## src/rtl/axis_pkg.sv

```systemverilog
// Shared types and helpers for the packet arbiter and its output register slice.
package axis_pkg;

    typedef enum logic {
        IDLE = 1'b0,
        XFER = 1'b1
    } state_t;

    localparam int unsigned SKID_DEPTH = 2;

    // First requester at or after ptr, searching circularly over ns ports.
    function automatic logic [2:0] rr_pick(input logic [7:0] req, input logic [2:0] ptr, input int ns);
        logic [2:0] pick;
        logic       found;
        int         idx;
        pick  = '0;
        found = 1'b0;
        for (int i = 0; i < 8; i++) begin
            idx = (int'(ptr) + i) % ns;
            if (i < ns && !found && req[idx[2:0]]) begin
                pick  = idx[2:0];
                found = 1'b1;
            end
        end
        return pick;
    endfunction

endpackage

```

## src/rtl/axis_skid.sv

```systemverilog
// Two-entry register slice: registered outputs, upstream ready taken from the entry count only.
module axis_skid
    import axis_pkg::*;
#(
    parameter int DW = 8
) (
    input  logic          clk,
    input  logic          rst_n,
    input  logic          s_valid_i,
    output logic          s_ready_o,
    input  logic [DW-1:0] s_data_i,
    input  logic          s_last_i,
    output logic          m_valid_o,
    input  logic          m_ready_i,
    output logic [DW-1:0] m_data_o,
    output logic          m_last_o
);

    logic [1:0]    count_q, count_d;
    logic [DW-1:0] main_data_q, main_data_d, skid_data_q, skid_data_d;
    logic          main_last_q, main_last_d, skid_last_q, skid_last_d;
    logic          m_valid_q;
    logic          push, pop;

    assign s_ready_o = (count_q < 2'(SKID_DEPTH));
    assign push      = s_valid_i && s_ready_o;
    assign pop       = m_valid_q && m_ready_i;

    always_comb begin
        count_d     = count_q;
        main_data_d = main_data_q;
        main_last_d = main_last_q;
        skid_data_d = skid_data_q;
        skid_last_d = skid_last_q;
        case (count_q)
            2'd0: if (push) begin
                main_data_d = s_data_i;
                main_last_d = s_last_i;
                count_d     = 2'd1;
            end
            2'd1: if (push && pop) begin
                main_data_d = s_data_i;
                main_last_d = s_last_i;
            end else if (push) begin
                skid_data_d = s_data_i;
                skid_last_d = s_last_i;
                count_d     = 2'd2;
            end else if (pop) begin
                count_d = 2'd0;
            end
            default: if (pop) begin
                // The parked beat moves forward; upstream is held off while full.
                main_data_d = skid_data_q;
                main_last_d = skid_last_q;
                count_d     = 2'd1;
            end
        endcase
    end

    always_ff @(posedge clk or negedge rst_n) begin
        if (!rst_n) begin
            count_q     <= '0;
            main_data_q <= '0;
            main_last_q <= 1'b0;
            skid_data_q <= '0;
            skid_last_q <= 1'b0;
            m_valid_q   <= 1'b0;
        end else begin
            count_q     <= count_d;
            main_data_q <= main_data_d;
            main_last_q <= main_last_d;
            skid_data_q <= skid_data_d;
            skid_last_q <= skid_last_d;
            m_valid_q   <= (count_d != 2'd0);
        end
    end

    assign m_valid_o = m_valid_q;
    assign m_data_o  = main_data_q;
    assign m_last_o  = main_last_q;

endmodule

```

## src/rtl/axis_pkt_arb.sv

```systemverilog
// Packet-granular round-robin arbiter with length limit and per-grant packet quota.
module axis_pkt_arb
    import axis_pkg::*;
#(
    parameter int NS = 4,
    parameter int DW = 8,
    parameter int IW = 2
) (
    input  logic            clk,
    input  logic            rst_n,
    input  logic [NS*DW-1:0] s_tdata,
    input  logic [NS-1:0]   s_tvalid,
    input  logic [NS-1:0]   s_tlast,
    output logic [NS-1:0]   s_tready,
    input  logic [2*DW-1:0] packet_config,
    output logic [DW-1:0]   m_tdata,
    output logic            m_tvalid,
    output logic            m_tlast,
    input  logic            m_tready,
    output logic [NS-1:0]   gnt,
    output logic            trunc
);

    state_t        state_q, state_d;
    logic [IW-1:0] g_q, g_d, rr_q, rr_d, pick, rr_next;
    logic [NS-1:0] gnt_q, gnt_d;
    logic [DW-1:0] len_q, len_d, kq_q, kq_d, beat_q, beat_d, pkt_q, pkt_d;
    logic          bnd_q, bnd_d;
    logic [DW-1:0] cfg_len, cfg_k, sel_data;
    logic [DW-1:0] src_data [NS];
    logic          sel_valid, sel_last, xfer, skid_rdy, accept, force_last, pkt_end, quota_left;

    assign cfg_len = packet_config[2*DW-1:DW];
    assign cfg_k   = packet_config[DW-1:0];
    assign xfer    = (state_q == XFER);

    generate
        for (genvar gi = 0; gi < NS; gi++) begin : g_src
            assign src_data[gi] = s_tdata[gi*DW +: DW];
            assign s_tready[gi] = xfer && skid_rdy && (g_q == IW'(gi));
        end
    endgenerate

    assign sel_data   = src_data[g_q];
    assign sel_valid  = s_tvalid[g_q];
    assign sel_last   = s_tlast[g_q];
    assign accept     = xfer && sel_valid && skid_rdy;
    assign force_last = accept && (len_q != '0) && (beat_q == len_q - DW'(1)) && !sel_last;
    assign pkt_end    = accept && (sel_last || force_last);
    assign quota_left = ({1'b0, pkt_q} + {{DW{1'b0}}, 1'b1}) < {1'b0, kq_q};
    assign pick       = IW'(rr_pick(8'(s_tvalid), 3'(rr_q), NS));
    assign rr_next    = (g_q == IW'(NS-1)) ? '0 : g_q + IW'(1);

    always_comb begin
        state_d = state_q;
        g_d     = g_q;
        gnt_d   = gnt_q;
        rr_d    = rr_q;
        len_d   = len_q;
        kq_d    = kq_q;
        beat_d  = beat_q;
        pkt_d   = pkt_q;
        bnd_d   = bnd_q;
        case (state_q)
            IDLE: if (|s_tvalid) begin
                g_d         = pick;
                gnt_d       = '0;
                gnt_d[pick] = 1'b1;
                len_d       = cfg_len;
                kq_d        = (cfg_k == '0) ? DW'(1) : cfg_k;
                beat_d      = '0;
                pkt_d       = '0;
                bnd_d       = 1'b0;
                state_d     = XFER;
            end
            default: begin
                // bnd_q marks the cycle after a packet end where quota continuation is decided.
                if (bnd_q && !sel_valid) begin
                    rr_d    = rr_next;
                    gnt_d   = '0;
                    bnd_d   = 1'b0;
                    state_d = IDLE;
                end else begin
                    bnd_d = 1'b0;
                    if (pkt_end) begin
                        beat_d = '0;
                        pkt_d  = pkt_q + DW'(1);
                        if (quota_left) begin
                            bnd_d = 1'b1;
                        end else begin
                            rr_d    = rr_next;
                            gnt_d   = '0;
                            state_d = IDLE;
                        end
                    end else if (accept && !(len_q == '0 && beat_q == '1)) begin
                        beat_d = beat_q + DW'(1);
                    end
                end
            end
        endcase
    end

    always_ff @(posedge clk or negedge rst_n) begin
        if (!rst_n) begin
            state_q <= IDLE;
            g_q     <= '0;
            gnt_q   <= '0;
            rr_q    <= '0;
            len_q   <= '0;
            kq_q    <= '0;
            beat_q  <= '0;
            pkt_q   <= '0;
            bnd_q   <= 1'b0;
        end else begin
            state_q <= state_d;
            g_q     <= g_d;
            gnt_q   <= gnt_d;
            rr_q    <= rr_d;
            len_q   <= len_d;
            kq_q    <= kq_d;
            beat_q  <= beat_d;
            pkt_q   <= pkt_d;
            bnd_q   <= bnd_d;
        end
    end

    axis_skid #(.DW(DW)) u_skid (
        .clk       (clk),
        .rst_n     (rst_n),
        .s_valid_i (accept),
        .s_ready_o (skid_rdy),
        .s_data_i  (sel_data),
        .s_last_i  (sel_last || force_last),
        .m_valid_o (m_tvalid),
        .m_ready_i (m_tready),
        .m_data_o  (m_tdata),
        .m_last_o  (m_tlast)
    );

    assign gnt   = gnt_q;
    assign trunc = force_last;

endmodule

```

## config.mk

```make
export PLATFORM = sky130hd
export DESIGN_NAME = axis_pkt_arb
export DESIGN_NICKNAME = d
export VERILOG_FILES = /design/src/rtl/axis_pkg.sv /design/src/rtl/axis_skid.sv /design/src/rtl/axis_pkt_arb.sv
export SDC_FILE = /design/constraint.sdc
export NUM_CORES = 1
export LEC_CHECK = 0
export BUFFER_PORTS_ARGS = -buffer_cell sky130_fd_sc_hd__buf_4
export CAP_MARGIN = 10
export CORE_MARGIN = 5
export CORE_UTILIZATION = 40
export DETAILED_ROUTE_END_ITERATION = 12
export PLACE_DENSITY = 0.61
export SKIP_LAST_GASP = 1
export SYNTH_ARGS = -nofsm -noshare
export SYNTH_HDL_FRONTEND = slang
export SYNTH_HIERARCHICAL = 1
export SYNTH_SLANG_ARGS = --single-unit
```

## constraint.sdc

```tcl
create_clock -name clk -period 2.45 [get_ports clk]
set_input_delay 0.49 -clock clk [delete_from_list [all_inputs] [get_ports clk]]
set_output_delay 0.49 -clock clk [all_outputs]
set_load 0.05 [all_outputs]
```

Word-level counts from Yosys, hierarchy flattened
Index checks and enable logic that the tools add are counted.
- register bits after elaboration: 63
- bits in latches: 0
- RAM bits: 0
- ROM bits: 0
- bits of input ports: 59
- output and inout bits: 19
- memories: 0
- add/sub/neg operators: 8
- $mul: 0
- divide/modulo/power cells: 0
- order comparisons: 10
- equality and inequality tests: 14
- shift operators: 0
- mux-type cells: 65
- bitwise gates (word level): 6
- reduce and logical (&&, ||, !) cells: 48
- operators with widths (kind ; count):
    8-bit two-way mux ; 14
    2-bit two-way mux ; 13
    1-bit two-way mux ; 22
    1-bit logical AND ; 21
    4-bit two-way mux ; 5
    3-bit AND reduction ; 6
    8-bit by 1-bit adder with 8-bit output, second input constant ; 2
    8-bit binary-select mux with 2-bit select ; 1
    8-bit logical NOT ; 2
    8-bit case mux with 2 select lines ; 1
    3-bit by 4-bit less-than comparator with 1-bit output, second input constant ; 3
    8-bit by 1-bit adder with 9-bit output, second input constant ; 1
    1-bit binary-select mux with 3-bit select ; 3
    9-bit by 8-bit less-than comparator with 1-bit output ; 1
    8-bit equality test ; 1
    8-bit equality test, second input constant ; 1
    2-bit by 1-bit != test with 1-bit output, second input constant ; 4
    8-bit nonzero test ; 1
    8-bit by 1-bit subtractor with 8-bit output, second input constant ; 1
    1-bit binary-select mux with 2-bit select ; 3
    1-bit logical NOT ; 6
    2-bit by 3-bit less-than comparator with 1-bit output, second input constant ; 2
    3-bit by 1-bit != test with 1-bit output, second input constant ; 2
    2-bit nonzero test ; 3
    22 further kinds ; 32

Logic depth before layout (Yosys ltp)
- depth after elaboration: 19
- mapped depth: 11

Modules after synthesis
The synthesis kept the hierarchy.
- modules (own cells, without submodules) (module ; times used ; cells each ; area an instance (µm²)):
    axis_pkt_arb ; 1 ; 305 ; 2886.5
    axis_skid ; 1 ; 63 ; 927.1

Least setup slack after synthesis
OpenSTA, ideal clock, no wires.
- path kind: flip-flop to output port
- start point: reg len_q[0]
- end point: out trunc
- data arrival time: 2550 ps
- path slack: -590 ps
- cell stages (with the launch flop): 7
- buffers on the path: 1
- cells stage by stage: dfrtp_1 > or4_1 > or3_1 > a221oi_2 > nand4_2 > buf_2 > nor2_1
- cells in the longest elaborated chain, start to end: 4
- ends and longest elaborated chain (item ; line ; RTL):
    start, declared ; axis_pkt_arb.sv:27 ; logic [DW-1:0] len_q, len_d, kq_q, kq_d, beat_q, beat_d, pkt_q, pkt_d;
    start signal, assigned ; axis_pkt_arb.sv:119 ; len_q <= len_d;
    8-bit by 1-bit subtractor with 8-bit output or 8-bit nonzero test (tied branches) ; axis_pkt_arb.sv:48 ; assign force_last = accept && (len_q != '0) && (beat_q == len_q - DW'(1)) && !sel_last;
    8-bit equality test or 1-bit logical AND (tied branches) ; axis_pkt_arb.sv:48 ;
    1-bit logical AND * (2 in series) ; axis_pkt_arb.sv:48 ;
    end, declared ; axis_pkt_arb.sv:21 ; output logic trunc
Every way passes the cells marked *; elsewhere a longest branch is shown, timed or not.

Worst setup path in the final report
- start point: reg len_q[1]
- end point: out trunc
The elaborated chain is that of the path after synthesis.

==> results.yml <==
placed_design:
  gp_congestion: 0.783
  port_buffers: 77
  place_hpwl_um: 6890
clocking:
  cts_hold_buffers: 0
  cts_tree: "done"
  cts_max_level: 3
  clkTransAtPathRegs_ps: 70
  clockBufferDepth: 2
  cts_buffers: 9
  clkSinkCount: 63
  insertion_delay_ps: 340
  clockRootBuffer: "clkbuf_8"
floorplanning:
  dieArea_sq_um: 11600
  ioPinCount: 78
  rows: 35
  start_util: 0.411
  die_x_um: 108
  die_y_um: 108
  coreArea_sq_um: 9280
global_routing:
  use_met1: 0.220
  use_met3: 0.0306
  grt_pass1_vias: 3271
  top_usage_layer: "met2"
  grt_max_degree: 64
  grt_first_pass_wirelength_um: 15400
  met2_usage: 0.267
  track_usage: 0.166
  grt-ovfl-total: 0
  antenna_found_initial: 0
worst_setup_path:
  worst_ep_arrival_time_ps: 2400
  critical_path_class: "flop to primary output"
  rr_worst_depth: 7
  worst_r2r_startpoint: "len_q[1]"
  startpoint_type: "flop"
  cp_data_required_time_ps: 1960
  rr_endpoint: "pkt_q[0]"
  r2r_slack_ps: -100
  critPathCaptureType: "primary output"
  critPathMaxFanout: 2
synth:
  yosysSeqAreaShare: 0.413
  syn_nets: 442
  synth-edff-count: 0
  netlist_area_sq_um: 3810
  synthDistinctLibCells: 54
  syn_inst: 368
  ys_async_sr_fraction: 1.00
  synthFlopType: "dfrtp_1"
  avgSynthCellArea_sq_um: 10.4
  ys_ff_latch: 63
  yosysWarningCount: 6
route:
  drc: 0
  routed_wl_um: 9430
  detail-route-antenna-nets: 0
  routedWlPerCell_um: 15.2
  dr_total_vias: 3276
  drtIter0Drc: 99
  dr.pass1.iters: 4
  viasPerCell: 5.28
sta:
  worst_slack_ps: -440
  rsz0062_at_grt: "true"
  fmaxAchievable_mhz: 346
  hold_violations: 0
  final.period_utilization: 1.18
  clock_skew_ps: 11.9
  final.min_clock_period_ps: 2890
  fin_hold_ws_ps: 219
  finalSetupViolations: 13
  slew-limit-headroom: 0.456
  fin_setup_tns_ps: -1260
  max_slew.worst_pin.slew_ps: 816
  drv_slew: 0
layout:
  diodes: 0
  final_layout_size_suffix_gt1_frac: 0.439
  area_growth_pct: 39.1
  mostFrequentLayoutCells: "buf_4 (116), dfrtp_1 (63), nand2_1 (40)"
  layout_commonest_cell: "buf_4"
  nets: 561
status:
  violations: "setup timing"
  status: "finished with violations"
job:
  cap_violations: 0
power_and_ir_drop:
  power_density_nw_per_um2: 1440
  p_leak_uw: 0.00239
  vdd.ir_drop.worst_mv: 0.512
worst_hold_path:
  hold_class: "input pin to asynchronous set/reset pin"
## how the worst max path moves through the flow
stage             start  endpoint  slack (ps)  cells after the start
2_1_floorplan  len_q[0]     trunc        -160                      6
3_3_place_gp   pkt_q[0]   rr_q[1]        -120                     11
3_5_place_dp   pkt_q[0]   rr_q[1]        -170                     11
4_1_cts        len_q[1]     trunc        -410                      6
5_1_grt        len_q[1]     trunc        -540                      6
6_report       len_q[1]     trunc        -440                      6
## routing by layer
layer	routed length [um]	part of all wire
met4	140	0.015
met5	0	0
met3	487	0.052
met1	4240	0.45
met2	4560	0.48
## cells in the mapped netlist (all sizes together), types with 2 or more instances
master,instances,area share
clkbuf,6,0.0059
mux2i,10,0.026
buf,6,0.0092
a31oi,6,0.0098
nor2b,3,0.0049
or4,4,0.0079
mux2,36,0.11
a32o,2,0.0052
o22a,2,0.0046
a21oi,10,0.020
o21a,3,0.0059
dfrtp,63,0.41
xor2,3,0.0069
nor2,18,0.018
a21o,3,0.0059
inv,28,0.028
mux4,9,0.053
o22ai,3,0.0049
or3,3,0.0049
xnor2,15,0.034
nand3b,3,0.0059
or2,2,0.0039
nand3,10,0.013
ha,15,0.049
nand2,40,0.039
nor3,9,0.012
a31o,2,0.0046
o21ai,21,0.028
and3,6,0.0098
nand4b,2,0.0046
nand4,4,0.0098
nor4,6,0.0098
## layout make-up
class                      count  area, sq um
sequential                    63         1580
clock inverter                 6          109
fill                         841         3980
tap                          129          161
multi-input combinational    265         2300
inverter                      28          105
timing repair buffer         120          920
clock buffer                  10          128
## power by group
part	leakage, uW	total (uW)	internal, uW	switching, uW
Sequential	0.000766	1880	1530	350
Combinational	0.00151	4690	2210	2480
Clock	0.000120	1080	674	404
Total	0.00239	7640	4410	3230
## logic make-up (layout without fill, tap and decap cells)
group                      count (synthesis)  count (layout)  synth area share
xor gates and xnor gates                  18              18            0.0413
adders and majority gates                 15              15            0.0492
buffers and inverters                     40             164            0.0426
and+or+nand+nor                          113             113             0.150
muxes                                     55              55             0.186
AOI/OAI and AO/OA                         64              64             0.118
DFF                                       63              63             0.413
## worst max-delay path: stages (launching register included)
cell      delay, ps
dfrtp_1         390
or4_4           540
or3_4           360
a221oi_4        290
nand4_4         160
nor2_4          170
buf_8           160
## timing repair
item                       4_1_cts  5_1_grt
setup buffers                    4        3
gates resized for setup         17       15
setup endpoints to repair       20       24
pin swaps                        8        5
cloned                           0        0
## through the flow
stage | instances | util | instance area (sq um) | total power [uW] | worst slack, ps
detailed placement | 599 | 0.518 | 4810 | 6150 | -166
global placement | 599 | 0.518 | 4810 | 6060 | -120
floorplan | 368 | - | 3850 | 4840 | -165
finish | 621 | 0.571 | 5300 | 7640 | -440
global route | 621 | 0.571 | 5300 | 8230 | -538
CTS | 618 | 0.556 | 5160 | 7450 | -415
## state kept, by name, summed over array words and instances, names as in the netlist, 2 cells and up
signal / flops
pkt_q: 8
u_skid/count_q: 2
beat_q: 8
u_skid/m_data_o: 8
len_q: 8
kq_q: 8
u_skid/skid_data_q: 8
gnt: 4
rr_q: 2
g_q: 2
No activity file was read; power rests on OpenSTA's default activity.
